File: src/rtl/relu_activation_stage_pkg.sv
// Shared defaults and sizing helpers for the ReLU activation stage.
package relu_activation_stage_pkg;

   // Project-wide widths and layer geometry.
   localparam int unsigned RELU_NODES        = 4;
   localparam int unsigned LAYER_1_BIT_WIDTH = 8;
   localparam int unsigned ACT_BIT_WIDTH     = 8;
   localparam int unsigned LAYER_VECS        = 16;

   // Output buffer depth; pointers are a single bit.
   localparam int unsigned FIFO_DEPTH = 2;

   typedef logic [1:0] fifo_cnt_t;

   // Width of a counter that holds 0..n-1 (at least one bit).
   function automatic int unsigned cnt_width(input int unsigned n);
      return (n <= 1) ? 1 : $clog2(n);
   endfunction

   // Comparison width wide enough for the shifted sum and for 2^act_w-1 with a spare bit.
   function automatic int unsigned sat_cmp_width(input int unsigned sum_w, input int unsigned act_w);
      return (sum_w > act_w) ? sum_w : act_w + 1;
   endfunction

endpackage

File: src/rtl/relu_activation_stage_relu_sat.sv
// One lane: ReLU, arithmetic right shift, unsigned saturation to ACT_W bits.
module relu_sat
   import relu_activation_stage_pkg::*;
#(
   parameter int unsigned SUM_W = LAYER_1_BIT_WIDTH,
   parameter int unsigned ACT_W = ACT_BIT_WIDTH,
   parameter int unsigned SHIFT = 0
) (
   input  logic [SUM_W-1:0] i_sum,
   output logic [ACT_W-1:0] o_act,
   output logic             o_sat
);

   localparam int unsigned CmpW = sat_cmp_width(SUM_W, ACT_W);

   logic signed [SUM_W-1:0] w_sum;
   logic        [SUM_W-1:0] w_shifted;
   logic        [CmpW-1:0]  w_v_ext;
   logic        [CmpW-1:0]  w_max;

   assign w_sum     = i_sum;
   assign w_shifted = SUM_W'(w_sum >>> SHIFT);
   // Only used for non-negative sums, so the top bit is zero and zero-extension is exact.
   assign w_v_ext   = CmpW'(w_shifted);
   assign w_max     = {{(CmpW - ACT_W){1'b0}}, {ACT_W{1'b1}}};

   // Negative sums clamp to zero; large positives clamp to all-ones and flag saturation.
   always_comb begin
      o_act = '0;
      o_sat = 1'b0;
      if (!w_sum[SUM_W-1]) begin
         if (w_v_ext > w_max) begin
            o_act = '1;
            o_sat = 1'b1;
         end else begin
            o_act = w_v_ext[ACT_W-1:0];
         end
      end
   end

endmodule

File: src/rtl/relu_activation_stage.sv
// ReLU/saturation stage with a 2-entry output FIFO, layer vector counter and sticky saturation flag.
module relu_activation_stage
   import relu_activation_stage_pkg::*;
#(
   parameter int unsigned NODES = RELU_NODES,
   parameter int unsigned SUM_W = LAYER_1_BIT_WIDTH,
   parameter int unsigned ACT_W = ACT_BIT_WIDTH,
   parameter int unsigned SHIFT = 0,
   parameter int unsigned VECS  = LAYER_VECS
) (
   input  logic                   clk,
   input  logic                   clr,
   input  logic [NODES*SUM_W-1:0] sum_in,
   input  logic                   sum_valid,
   output logic                   sum_ready,
   output logic [NODES*ACT_W-1:0] act_out,
   output logic                   act_valid,
   input  logic                   act_ready,
   output logic                   layer_done,
   output logic                   sat_seen
);

   localparam int unsigned CntW = cnt_width(VECS);

   logic [NODES*ACT_W-1:0] r_mem [FIFO_DEPTH];
   logic                   r_wr_ptr;
   logic                   r_rd_ptr;
   fifo_cnt_t              r_count;
   fifo_cnt_t              w_count_d;
   logic [CntW-1:0]        r_vec_cnt;
   logic                   r_layer_done;
   logic                   r_sat_seen;

   logic [NODES*ACT_W-1:0] w_act_vec;
   logic [NODES-1:0]       w_lane_sat;
   logic                   w_push;
   logic                   w_pop;
   logic                   w_last_vec;

   for (genvar g = 0; g < NODES; g++) begin : g_lane
      relu_sat #(
         .SUM_W (SUM_W),
         .ACT_W (ACT_W),
         .SHIFT (SHIFT)
      ) u_relu_sat (
         .i_sum (sum_in[g*SUM_W +: SUM_W]),
         .o_act (w_act_vec[g*ACT_W +: ACT_W]),
         .o_sat (w_lane_sat[g])
      );
   end

   // No pass-through when full: ready depends only on stored occupancy.
   assign sum_ready  = (r_count != fifo_cnt_t'(FIFO_DEPTH));
   assign act_valid  = (r_count != '0);
   assign act_out    = r_mem[r_rd_ptr];
   assign layer_done = r_layer_done;
   assign sat_seen   = r_sat_seen;
   assign w_push     = sum_valid & sum_ready;
   assign w_pop      = act_valid & act_ready;
   assign w_last_vec = (r_vec_cnt == CntW'(VECS - 1));

   // Occupancy next-state; simultaneous push and pop leaves it unchanged.
   always_comb begin
      w_count_d = r_count;
      if (w_push && !w_pop) begin
         w_count_d = r_count + fifo_cnt_t'(1);
      end else if (w_pop && !w_push) begin
         w_count_d = r_count - fifo_cnt_t'(1);
      end
   end

   // FIFO storage, pointers and occupancy.
   always_ff @(posedge clk or negedge clr) begin
      if (!clr) begin
         for (int i = 0; i < int'(FIFO_DEPTH); i++) begin
            r_mem[i] <= '0;
         end
         r_wr_ptr <= 1'b0;
         r_rd_ptr <= 1'b0;
         r_count  <= '0;
      end else begin
         if (w_push) begin
            r_mem[r_wr_ptr] <= w_act_vec;
            r_wr_ptr        <= ~r_wr_ptr;
         end
         if (w_pop) begin
            r_rd_ptr <= ~r_rd_ptr;
         end
         r_count <= w_count_d;
      end
   end

   // Layer counter: wraps on the VECS-th pop and raises a one-cycle done pulse.
   always_ff @(posedge clk or negedge clr) begin
      if (!clr) begin
         r_vec_cnt    <= '0;
         r_layer_done <= 1'b0;
      end else begin
         r_layer_done <= w_pop & w_last_vec;
         if (w_pop) begin
            r_vec_cnt <= w_last_vec ? '0 : r_vec_cnt + CntW'(1);
         end
      end
   end

   // Sticky saturation flag, set only by an accepted vector.
   always_ff @(posedge clk or negedge clr) begin
      if (!clr) begin
         r_sat_seen <= 1'b0;
      end else if (w_push && (|w_lane_sat)) begin
         r_sat_seen <= 1'b1;
      end
   end

endmodule

File: config.mk
export PLATFORM = sky130hd
export DESIGN_NAME = relu_activation_stage
export DESIGN_NICKNAME = d
export VERILOG_FILES = /design/src/rtl/relu_activation_stage_pkg.sv /design/src/rtl/relu_activation_stage_relu_sat.sv /design/src/rtl/relu_activation_stage.sv
export SDC_FILE = /design/constraint.sdc
export NUM_CORES = 1
export LEC_CHECK = 0
export ABC_CLOCK_PERIOD_IN_PS = 2900
export CORE_MARGIN = 3
export CORE_UTILIZATION = 40
export CTS_CLUSTER_SIZE = 30
export DETAILED_ROUTE_END_ITERATION = 6
export PLACE_DENSITY = 0.66
export RECOVER_POWER = 100
export SYNTH_ARGS = -nofsm -noshare
export SYNTH_HDL_FRONTEND = slang
export SYNTH_SLANG_ARGS = --single-unit
File: constraint.sdc
create_clock -name clk -period 2.9 [get_ports clk]
set_clock_uncertainty 0.1 [all_clocks]
set_input_delay 0.435 -clock clk [delete_from_list [all_inputs] [get_ports clk]]
set_output_delay 0.435 -clock clk [all_outputs]
set_load 0.01 [all_outputs]
==> qor.txt, run 1 <==
Final instance area -> 4000 sq um
Leak pwr -> 1.83 nW
Crit path buffers/inverters -> 2
Crit Path Category -> flip-flop to output pin
Global Route Usage Sum -> 14.5%
Yosys reg bits -> 65
DRT Wirelength -> 5.97 mm
Die Wd -> 94.9 um
Final Hold Violating Endpoints -> 0
Portion of netlist area occupied by mux cells -> 32.3%
Post-synth top cells -> dfrtp_1 (65), mux2_2 (64), nor2b_1 (28)
Largest family of logic cells by synthesized area -> multiplexers
Post-cts sizing count -> 0
Yosys cell types -> 27
Initial Util -> 42.4%
Overall die area -> 9000 sq um
Die Y -> 94.9 um
Max-cap violations -> 0
First-pass GRT wire length -> 9.92 mm
Routability Congestion -> 0.668
Cell taking the most area after synthesis -> dfrtp_1
Setup violators final -> 0
Detailed Route Iter0 Violations -> 36
Post-synth ARST share -> 100%
Initial antenna violation count -> 0
Max incr delay on CP -> 0.61 ns
CTS sink cnt -> 65
# diodes -> 0
CTS max path bufs -> 2
TritonCTS Buffers -> 9
Most frequent cell after synthesis -> dfrtp_1
Remaining global-route overflow -> 0
XOR/XNOR share of the synthesized area -> 1.66%
Seq/Total Area, Yosys -> 51.5%
Cell family with most CP delay -> buffers and inverters
FP Rows -> 31
Worst hold path type -> flip-flop to flip-flop
CP startpoint kind -> flip-flop
Via/cell ratio -> 4.71
Post-Syn Area -> 3160 sq um
Clock Latency Late Sink -> 0.33 ns
CTS root buffer -> clkbuf_8
Final setup TNS -> 0 ns
Pwr dens -> 1030 nW/um^2
IO Port Bufs -> 66
Synth Area in Adders -> 0.792%
Core Footprint -> 7450 sq um
Crit path DAT -> 2.15 ns
Compound-gate portion of the synthesized area -> 0.831%
Pin count of the biggest net entering global routing -> 42
Tmin final -> 2.69 ns
ANT nets after route -> 0
Post-DP HPWL -> 3.97 mm
Number of synthesized flops with an enable pin -> 0
Hold WS -> 0.391 ns
Largest cells by area after synthesis -> dfrtp_1 (51%), mux2_2 (23%), mux2_4 (9.5%)
Simple-gate share of the synthesized area -> 8.75%
Gate Count Post-Synth -> 221
First-pass DRT Iterations -> 2
Worst path slowest cell -> dfrtp_1
Synth warn -> 0
Detailed-route via count -> 1870
Dominant synthesized flop cell -> dfrtp_1
Syn_area_per_cell -> 14.3 sq um
Vias in the first global route -> 1995
Fmax -> 372 MHz
I/O Pins -> 72
Share of post-route cells with drive strength above 1 -> 28.9%
VDD IR max -> 0.000413 V
WP data required -> 2.37 ns
Avg WL per Cell -> 15.0 um
Syn-to-layout area delta -> 26.5%
Post-CTS Setup Bufs -> 0
Number of remaining DRC errors -> 0
Measured slew at the worst slew-check pin -> 1.35 ns
Critical-path maximum fanout -> 21
DP Area -> 3890 sq um
Top cell type's share of synthesized area -> 51.5%
Nets -> 331
Run status -> complete, no violations
Cell Chain, Critical Path -> buf_12, mux2_2, dlygate4sd3_1
RSZ-0062 raised after global routing -> false
CTS tree -> done
Rel. slew slack -> 9.98%
Final period utilization -> 92.6%
Clock-pin slew on the worst setup and hold paths -> 0.08 ns
Fin. max-slew vios -> 0
H-tree levels -> 3
Worst Setup End Kind -> output pin
[flip-flops by register name, summed over array words and instances (netlist names)]
register and flops:
layer_done 1, r_wr_ptr 1, r_vec_cnt 4, r_rd_ptr 1, r_mem 56, r_count 2
[cell families (layout without fill, tap and decap cells)]
kind of cell / count (synthesis) / in the layout
DFF: 65 / 65
adders and majority gates: 2 / 2
xor gates and xnor gates: 6 / 6
other: 1 / 5
muxes: 84 / 84
and+or+nand+nor: 45 / 45
buffers and inverters: 14 / 87
AOI/OAI and AO/OA: 4 / 4
[through the flow]
step / setup slack [ns] / utilization, % / cells / total power [mW]
4_1_cts: 0.295 / 55.1 / 397 / 4.42
5_1_grt: 0.117 / 53.7 / 397 / 4.39
6_report: 0.214 / 53.7 / 397 / 4.10
2_1_floorplan: 1.24 / - / 225 / 2.83
3_5_place_dp: 0.675 / 52.3 / 380 / 3.62
3_3_place_gp: 0.675 / 52.3 / 380 / 3.60
[final timing paths]
check	from	to	slack, ns	cells after the start
hold reg to reg	r_mem[45]	r_mem[45]	0.39	1
setup reg to reg	r_count[0]	r_mem[61]	0.77	4
min in group asynchronous	clr	r_mem[11]	0.83	2
setup / recovery	r_rd_ptr	act_out[29]	0.21	3
max in group asynchronous	clr	r_mem[57]	0.52	3
hold / removal	r_mem[45]	r_mem[45]	0.39	1
[where the power goes]
group	switching, mW	internal, mW
combinational	0.689	1.08
clock	0.352	0.421
sequential	0.249	1.32
[layer usage]
layer	GRT usage [%]	routed length, um
met1	19.7	2880
met2	21.5	2660
met3	5.58	395
met4	3.97	36
met5	0	0
[layout by cell type, fill, tap and decap left out, types with 2 or more instances in the layout]
cell type        Yosys  routed
dfrtp_1             65      65
mux2_2              64      62
clkdlybuf4s50_1      0      38
nor2b_1             28      28
dlygate4sd3_1        0      28
mux2_1               0      21
clkbuf_8             0      10
nand2_1              7       7
conb_1               1       5
nor2_1               3       3
xor2_1               3       3
xnor2_1              3       3
ha_1                 2       2
clkinvlp_4           0       2
clkinv_4             0       2
[final cells by class]
class	instances	area (sq um)
clock buffer	10	138
clock inverter	6	67.6
fill	677	3450
inverter	1	3.75
multi-input combinational	146	1340
sequential	65	1630
tap	99	124
timing repair buffer	70	697
[repair_timing]
action,CTS,global route
hold endpoints to repair,15,0
hold buffers,1,0
setup endpoints to repair,0,0
Power figures use the tool's default switching activity.
==> inputs of run 2 (changes only) <==
--- a/config.mk
+++ b/config.mk
@@ -10,6 +10,7 @@
 export CORE_UTILIZATION = 40
 export CTS_CLUSTER_SIZE = 30
 export DETAILED_ROUTE_END_ITERATION = 6
+export MAX_ROUTING_LAYER = met4
 export PLACE_DENSITY = 0.66
 export RECOVER_POWER = 100
 export SYNTH_ARGS = -nofsm -noshare
==> run 2 against run 1 <==
  * Sequential power hardly changed
  * Count of clock-buffer cells in the layout stayed put
  * Register-to-register slack hardly changed
  * Largest cell class unchanged
  * Largest power group unchanged
  * Highest routed layer unchanged
==> qor.txt, run 2 (synthesized netlist as in run 1, its figures left out) <==
ANT nets after route -> 0
# diodes -> 0
DRT Wirelength -> 5.95 mm
Fmax -> 373 MHz
I/O Pins -> 72
Critical-path maximum fanout -> 21
Total power -> 4.10 mW
Cell Chain, Critical Path -> buf_12, mux2_2, dlygate4sd3_1
Number of remaining DRC errors -> 0
TritonCTS Buffers -> 9
Fin. max-slew vios -> 0
Non-filler cells, final -> 397
Remaining global-route overflow -> 0
Final setup TNS -> 0 ns
Tmin final -> 2.68 ns
Hold depth -> 1
Largest register by flop count -> r_mem
Worst hold start -> r_mem[45]
Detailed Route Iter0 Violations -> 40
Worst path slowest cell -> dfrtp_1
Leak pwr -> 1.83 nW
Final Hold Violating Endpoints -> 0
Max-cap violations -> 0
CP startpoint kind -> flip-flop
Vias in the first global route -> 1999
CTS max path bufs -> 2
Rel. slew slack -> 11.9%
Setup violators final -> 0
Routability Congestion -> 0.674
Final period utilization -> 92.4%
Number of flip-flops in the largest register -> 56
Avg WL per Cell -> 15.0 um
Crit path DAT -> 2.15 ns
Worst hold path type -> flip-flop to flip-flop
Worst R2R Setup Slack -> 0.77 ns
CTS sink cnt -> 65
Die Y -> 94.9 um
Via/cell ratio -> 4.71
Run status -> complete, no violations
Max incr delay on CP -> 0.61 ns
Crit path buffers/inverters -> 2
Pwr dens -> 1030 nW/um^2
Post-cts sizing count -> 0
Hold Crit Endpoint -> r_mem[45]
Measured slew at the worst slew-check pin -> 1.32 ns
Post-DP HPWL -> 3.97 mm
Pin count of the biggest net entering global routing -> 42
Share of post-route cells with drive strength above 1 -> 28.9%
Detailed-route via count -> 1871
First-pass DRT Iterations -> 2
Crit Path Category -> flip-flop to output pin
# hold bufs at CTS -> 1
Top Registers -> r_mem x56, r_vec_cnt x4, r_count x2
Commonest non-fill, non-tap cell in the layout -> dfrtp_1
Initial Util -> 42.4%
Worst r2r src -> r_count[0]
Cell family with most CP delay -> buffers and inverters
Die Wd -> 94.9 um
Nets -> 331
Global Route Usage Sum -> 14.8%
Initial antenna violation count -> 0
CTS root buffer -> clkbuf_8
Post-CTS Setup Bufs -> 0
Most frequent cells in the layout -> dfrtp_1 (65), mux2_2 (62), clkdlybuf4s50_1 (39)
CTS tree -> done
RSZ-0062 raised after global routing -> false
FP Rows -> 31
Worst Setup End Kind -> output pin
Clock Latency Late Sink -> 0.33 ns
IO Port Bufs -> 66
Syn-to-layout area delta -> 26.5%
First-pass GRT wire length -> 9.92 mm
Fill cell count -> 677
Worst R2R End -> r_mem[61]
R2R cell count -> 4
Placed Cells -> 380
Clock-pin slew on the worst setup and hold paths -> 0.08 ns
H-tree levels -> 3
Overall die area -> 9000 sq um
Core Footprint -> 7450 sq um
WP data required -> 2.37 ns
VDD IR max -> 0.000415 V
-- run 2: cell count changes in the layout (fill, tap and decap cells not counted) --
cell             delta
clkdlybuf4s50_1     +1
dlygate4sd3_1       -1
-- run 2: metrics by stage --
stage                     util [%]  setup WS, ns  area (sq um)  hold slack [ns]
after floorplan                  -          1.24          3180           0.0394
after global placement        52.3         0.675          3890            0.369
after detailed placement      52.3         0.675          3890            0.364
after CTS                     55.1         0.295          4110            0.404
after global routing          53.7         0.116          4000            0.404
final                         53.7         0.219          4000            0.391
-- run 2: worst max path at each step --
stage	start	end	slack [ns]	cells after the start
2_1_floorplan	r_rd_ptr	act_out[14]	1.24	3
5_1_grt	r_rd_ptr	act_out[8]	0.12	3
3_3_place_gp	r_rd_ptr	act_out[29]	0.67	3
6_report	r_rd_ptr	act_out[29]	0.22	3
3_5_place_dp	r_rd_ptr	act_out[30]	0.67	3
4_1_cts	r_rd_ptr	act_out[30]	0.29	3
-- run 2: per-layer routing --
| metal | GRT usage (%) | part of all wire (%) | vias to the layer above |
|---|---|---|---|
| li1 | - | - | 899 |
| met1 | 19.7 | 48 | 911 |
| met2 | 21.7 | 44 | 52 |
| met3 | 5.18 | 6.5 | 9 |
| met4 | 3.97 | 0.77 | 0 |
| met5 | - | 0 | - |
-- run 2: worst register-to-register path, stage by stage (launching register included) --
cell	delay (ns)
dfrtp_1	0.43
nand2b_1	0.25
and3b_2	0.20
clkbuf_2	0.62
mux2_2	0.42
-- run 2: layout make-up --
class / count / area, sq um / area share, %
Clock buffer: 10 / 138 / 3.44
Clock inverter: 6 / 67.6 / 1.69
Inverter: 1 / 3.75 / 0.0939
Multi-Input combinational cell: 146 / 1340 / 33.6
Sequential cell: 65 / 1630 / 40.7
Tap cell: 99 / 124 / 3.10
Timing Repair Buffer: 70 / 697 / 17.4
-- run 2: where the power goes --
| group | switching [mW] | internal [mW] | total [mW] |
|---|---|---|---|
| Combinational | 0.690 | 1.08 | 1.77 |
| Clock | 0.349 | 0.421 | 0.770 |
| Sequential | 0.249 | 1.32 | 1.56 |
==> inputs of run 3 (changes only) <==
--- a/config.mk
+++ b/config.mk
@@ -11,8 +11,8 @@
 export CTS_CLUSTER_SIZE = 30
 export DETAILED_ROUTE_END_ITERATION = 6
 export MAX_ROUTING_LAYER = met4
-export PLACE_DENSITY = 0.66
 export RECOVER_POWER = 100
 export SYNTH_ARGS = -nofsm -noshare
 export SYNTH_HDL_FRONTEND = slang
+export SYNTH_HIERARCHICAL = 1
 export SYNTH_SLANG_ARGS = --single-unit
==> constraint.sdc (replaced) <==
create_clock -name clk -period 2.9 [get_ports clk]
set_clock_uncertainty 0.1 [all_clocks]
set_input_delay 0.435 -clock clk [delete_from_list [all_inputs] [get_ports clk]]
set_output_delay 0.435 -clock clk [all_outputs]
set_load 0.005 [all_outputs]
==> run 3 against run 2 <==
  * The run now ends with max-capacitance violations, max-slew violations left
  * Die area grew 14%
  * Clock power grew 5.1%
  * Setup slack gained 0.16 ns
  * Critical endpoint is now act_out[21]
==> qor.txt, run 3 <==
Run status -> finished with violations
Failing checks -> max-capacitance violations, max-slew violations
Post-Syn Area -> 3620 sq um
Max-cap violations -> 1
Avg WL per Cell -> 15.2 um
Detailed-route via count -> 2067
Syn-to-layout area delta -> 22.1%
Pin count of the biggest net entering global routing -> 75
Worst R2R Setup Slack -> 0.59 ns
Overall die area -> 10200 sq um
Crit Path Category -> flip-flop to output pin
TritonCTS Buffers -> 9
Largest cells by area after synthesis -> dfrtp_1 (51%), mux2_2 (21%), mux2_4 (12%)
# hold bufs at CTS -> 0
Final period utilization -> 87.0%
CTS root buffer -> clkbuf_8
Hold WS -> 0.383 ns
CTS tree -> done
Initial antenna violation count -> 0
VDD IR max -> 0.000385 V
Top cell type's share of synthesized area -> 51.1%
Nets -> 361
Final setup TNS -> 0 ns
First-pass DRT Iterations -> 3
Yosys cell types -> 29
Vias in the first global route -> 2184
ANT nets after route -> 0
Clock-pin slew on the worst setup and hold paths -> 0.07 ns
Worst hold start -> r_vec_cnt[3]
Worst Setup End Kind -> output pin
Total power -> 4.44 mW
I/O Pins -> 72
Crit path DAT -> 1.99 ns
Portion of netlist area occupied by mux cells -> 33.3%
Hold Crit Endpoint -> r_vec_cnt[3]
Post-layout util -> 50.5%
Worst R2R End -> r_mem[58]
Number of flip-flops in the largest register -> 64
Dominant synthesized flop cell -> dfrtp_1
Leak pwr -> 2.02 nW
Setup slack after layout -> 0.377 ns
Setup violators final -> 0
Cell Chain, Critical Path -> clkbuf_2, mux2_2, dlygate4sd3_1
Seq/Total Area, Yosys -> 51.1%
Global Route Usage Sum -> 14.4%
Gate Count Post-Synth -> 251
First-pass GRT wire length -> 11.1 mm
Share of post-route cells with drive strength above 1 -> 26.6%
Detailed Route Iter0 Violations -> 57
DRT Wirelength -> 6.60 mm
Most frequent cells in the layout -> dfrtp_1 (74), mux2_2 (64), clkdlybuf4s50_1 (38)
Die Wd -> 101 um
DP Area -> 4370 sq um
Post-synth top cells -> dfrtp_1 (74), mux2_2 (67), mux2_4 (30)
Syn_area_per_cell -> 14.4 sq um
Cell family with most CP delay -> buffers and inverters
Routability Congestion -> 0.730
Non-filler cells, final -> 435
Number of synthesized flops with an enable pin -> 0
IO Port Bufs -> 71
R2R cell count -> 4
XOR/XNOR share of the synthesized area -> 1.45%
Pwr dens -> 1000 nW/um^2
Hold depth -> 1
Worst hold path type -> flip-flop to flip-flop
Setup WS pre-CTS -> 0.664 ns
FP Rows -> 34
Post-synth ARST share -> 100%
Crit path buffers/inverters -> 2
CTS max path bufs -> 2
Compound-gate portion of the synthesized area -> 1.24%
RSZ-0062 raised after global routing -> false
Worst Setup SP -> r_rd_ptr
Commonest non-fill, non-tap cell in the layout -> dfrtp_1
Most frequent cell after synthesis -> dfrtp_1
Fmax -> 396 MHz
Die Y -> 101 um
Rel. slew slack -> -20.1%
# diodes -> 0
Yosys reg bits -> 74
CTS sink cnt -> 74
Via/cell ratio -> 4.75
Measured slew at the worst slew-check pin -> 1.80 ns
Largest family of logic cells by synthesized area -> multiplexers
Max incr delay on CP -> 0.59 ns
Post-CTS Setup Bufs -> 0
Critical-path maximum fanout -> 13
Synth warn -> 6
Top Registers -> r_mem x64, r_vec_cnt x4, r_count x2
Placed Cells -> 420
Final Hold Violating Endpoints -> 0
Cell taking the most area after synthesis -> dfrtp_1
Synth Area in Adders -> 0.691%
Remaining global-route overflow -> 0
H-tree levels -> 3
Core Footprint -> 8760 sq um
Fin. max-slew vios -> 75
Number of remaining DRC errors -> 0
Worst path slowest cell -> dlygate4sd3_1
Clock Latency Late Sink -> 0.33 ns
Largest register by flop count -> r_mem
Initial Util -> 41.3%
Worst r2r src -> r_count[0]
Tmin final -> 2.52 ns
WP data required -> 2.37 ns
Final instance area -> 4420 sq um
Fill cell count -> 810
Simple-gate share of the synthesized area -> 6.84%
CP startpoint kind -> flip-flop
Post-DP HPWL -> 4.47 mm
Post-cts sizing count -> 0
run 3: final cells by class:
| cell class | instances | area [sq um] | share of cell area [%] |
|---|---|---|---|
| flip-flops and latches | 74 | 1850 | 41.9 |
| well taps | 108 | 135 | 3.05 |
| multi-input cells | 160 | 1500 | 33.8 |
| inverters | 1 | 3.75 | 0.0848 |
| clock buffers | 11 | 151 | 3.42 |
| repair buffers | 77 | 734 | 16.6 |
| clock inverters | 4 | 51.3 | 1.16 |
run 3: worst max-delay path by stage:
stage,endpoint,slack (ns),depth (start not counted)
after floorplan,act_out[22],1.28,3
after global placement,r_mem[45],0.67,4
after detailed placement,r_mem[41],0.66,4
after CTS,act_out[7],0.49,3
after global routing,act_out[18],0.28,3
final,act_out[21],0.38,3
run 3: kinds of logic (layout without fill, tap and decap cells):
| group | after synthesis | count (layout) |
|---|---|---|
| DFF | 74 | 74 |
| and+or+nand+nor | 40 | 40 |
| buffers and inverters | 21 | 93 |
| other | 4 | 8 |
| muxes | 97 | 97 |
| xor gates and xnor gates | 6 | 6 |
| adders and majority gates | 2 | 2 |
| AOI/OAI and AO/OA | 7 | 7 |
run 3: metal layers:
metal  global-route usage, %  routed length (um)  part of all wire (%)
met1                    18.7                3060                    46
met3                    4.27                 318                   4.8
met2                    21.9                3140                    48
met4                    4.29                  89                   1.3
met5                       -                   0                     0
run 3: power by group:
part	switching, mW	internal [mW]	leakage [nW]	total [mW]
clock	0.370	0.440	0.101	0.809
combinational	0.693	1.21	0.989	1.90
sequential	0.236	1.50	0.934	1.73
total	1.30	3.14	2.02	4.44
run 3: worst reg2reg max path, cell delays in order (launching register included):
cell and delay, ns:
dfrtp_1 0.44, nand2b_1 0.21, and3b_1 0.56, clkbuf_2 0.52, mux2_1 0.38
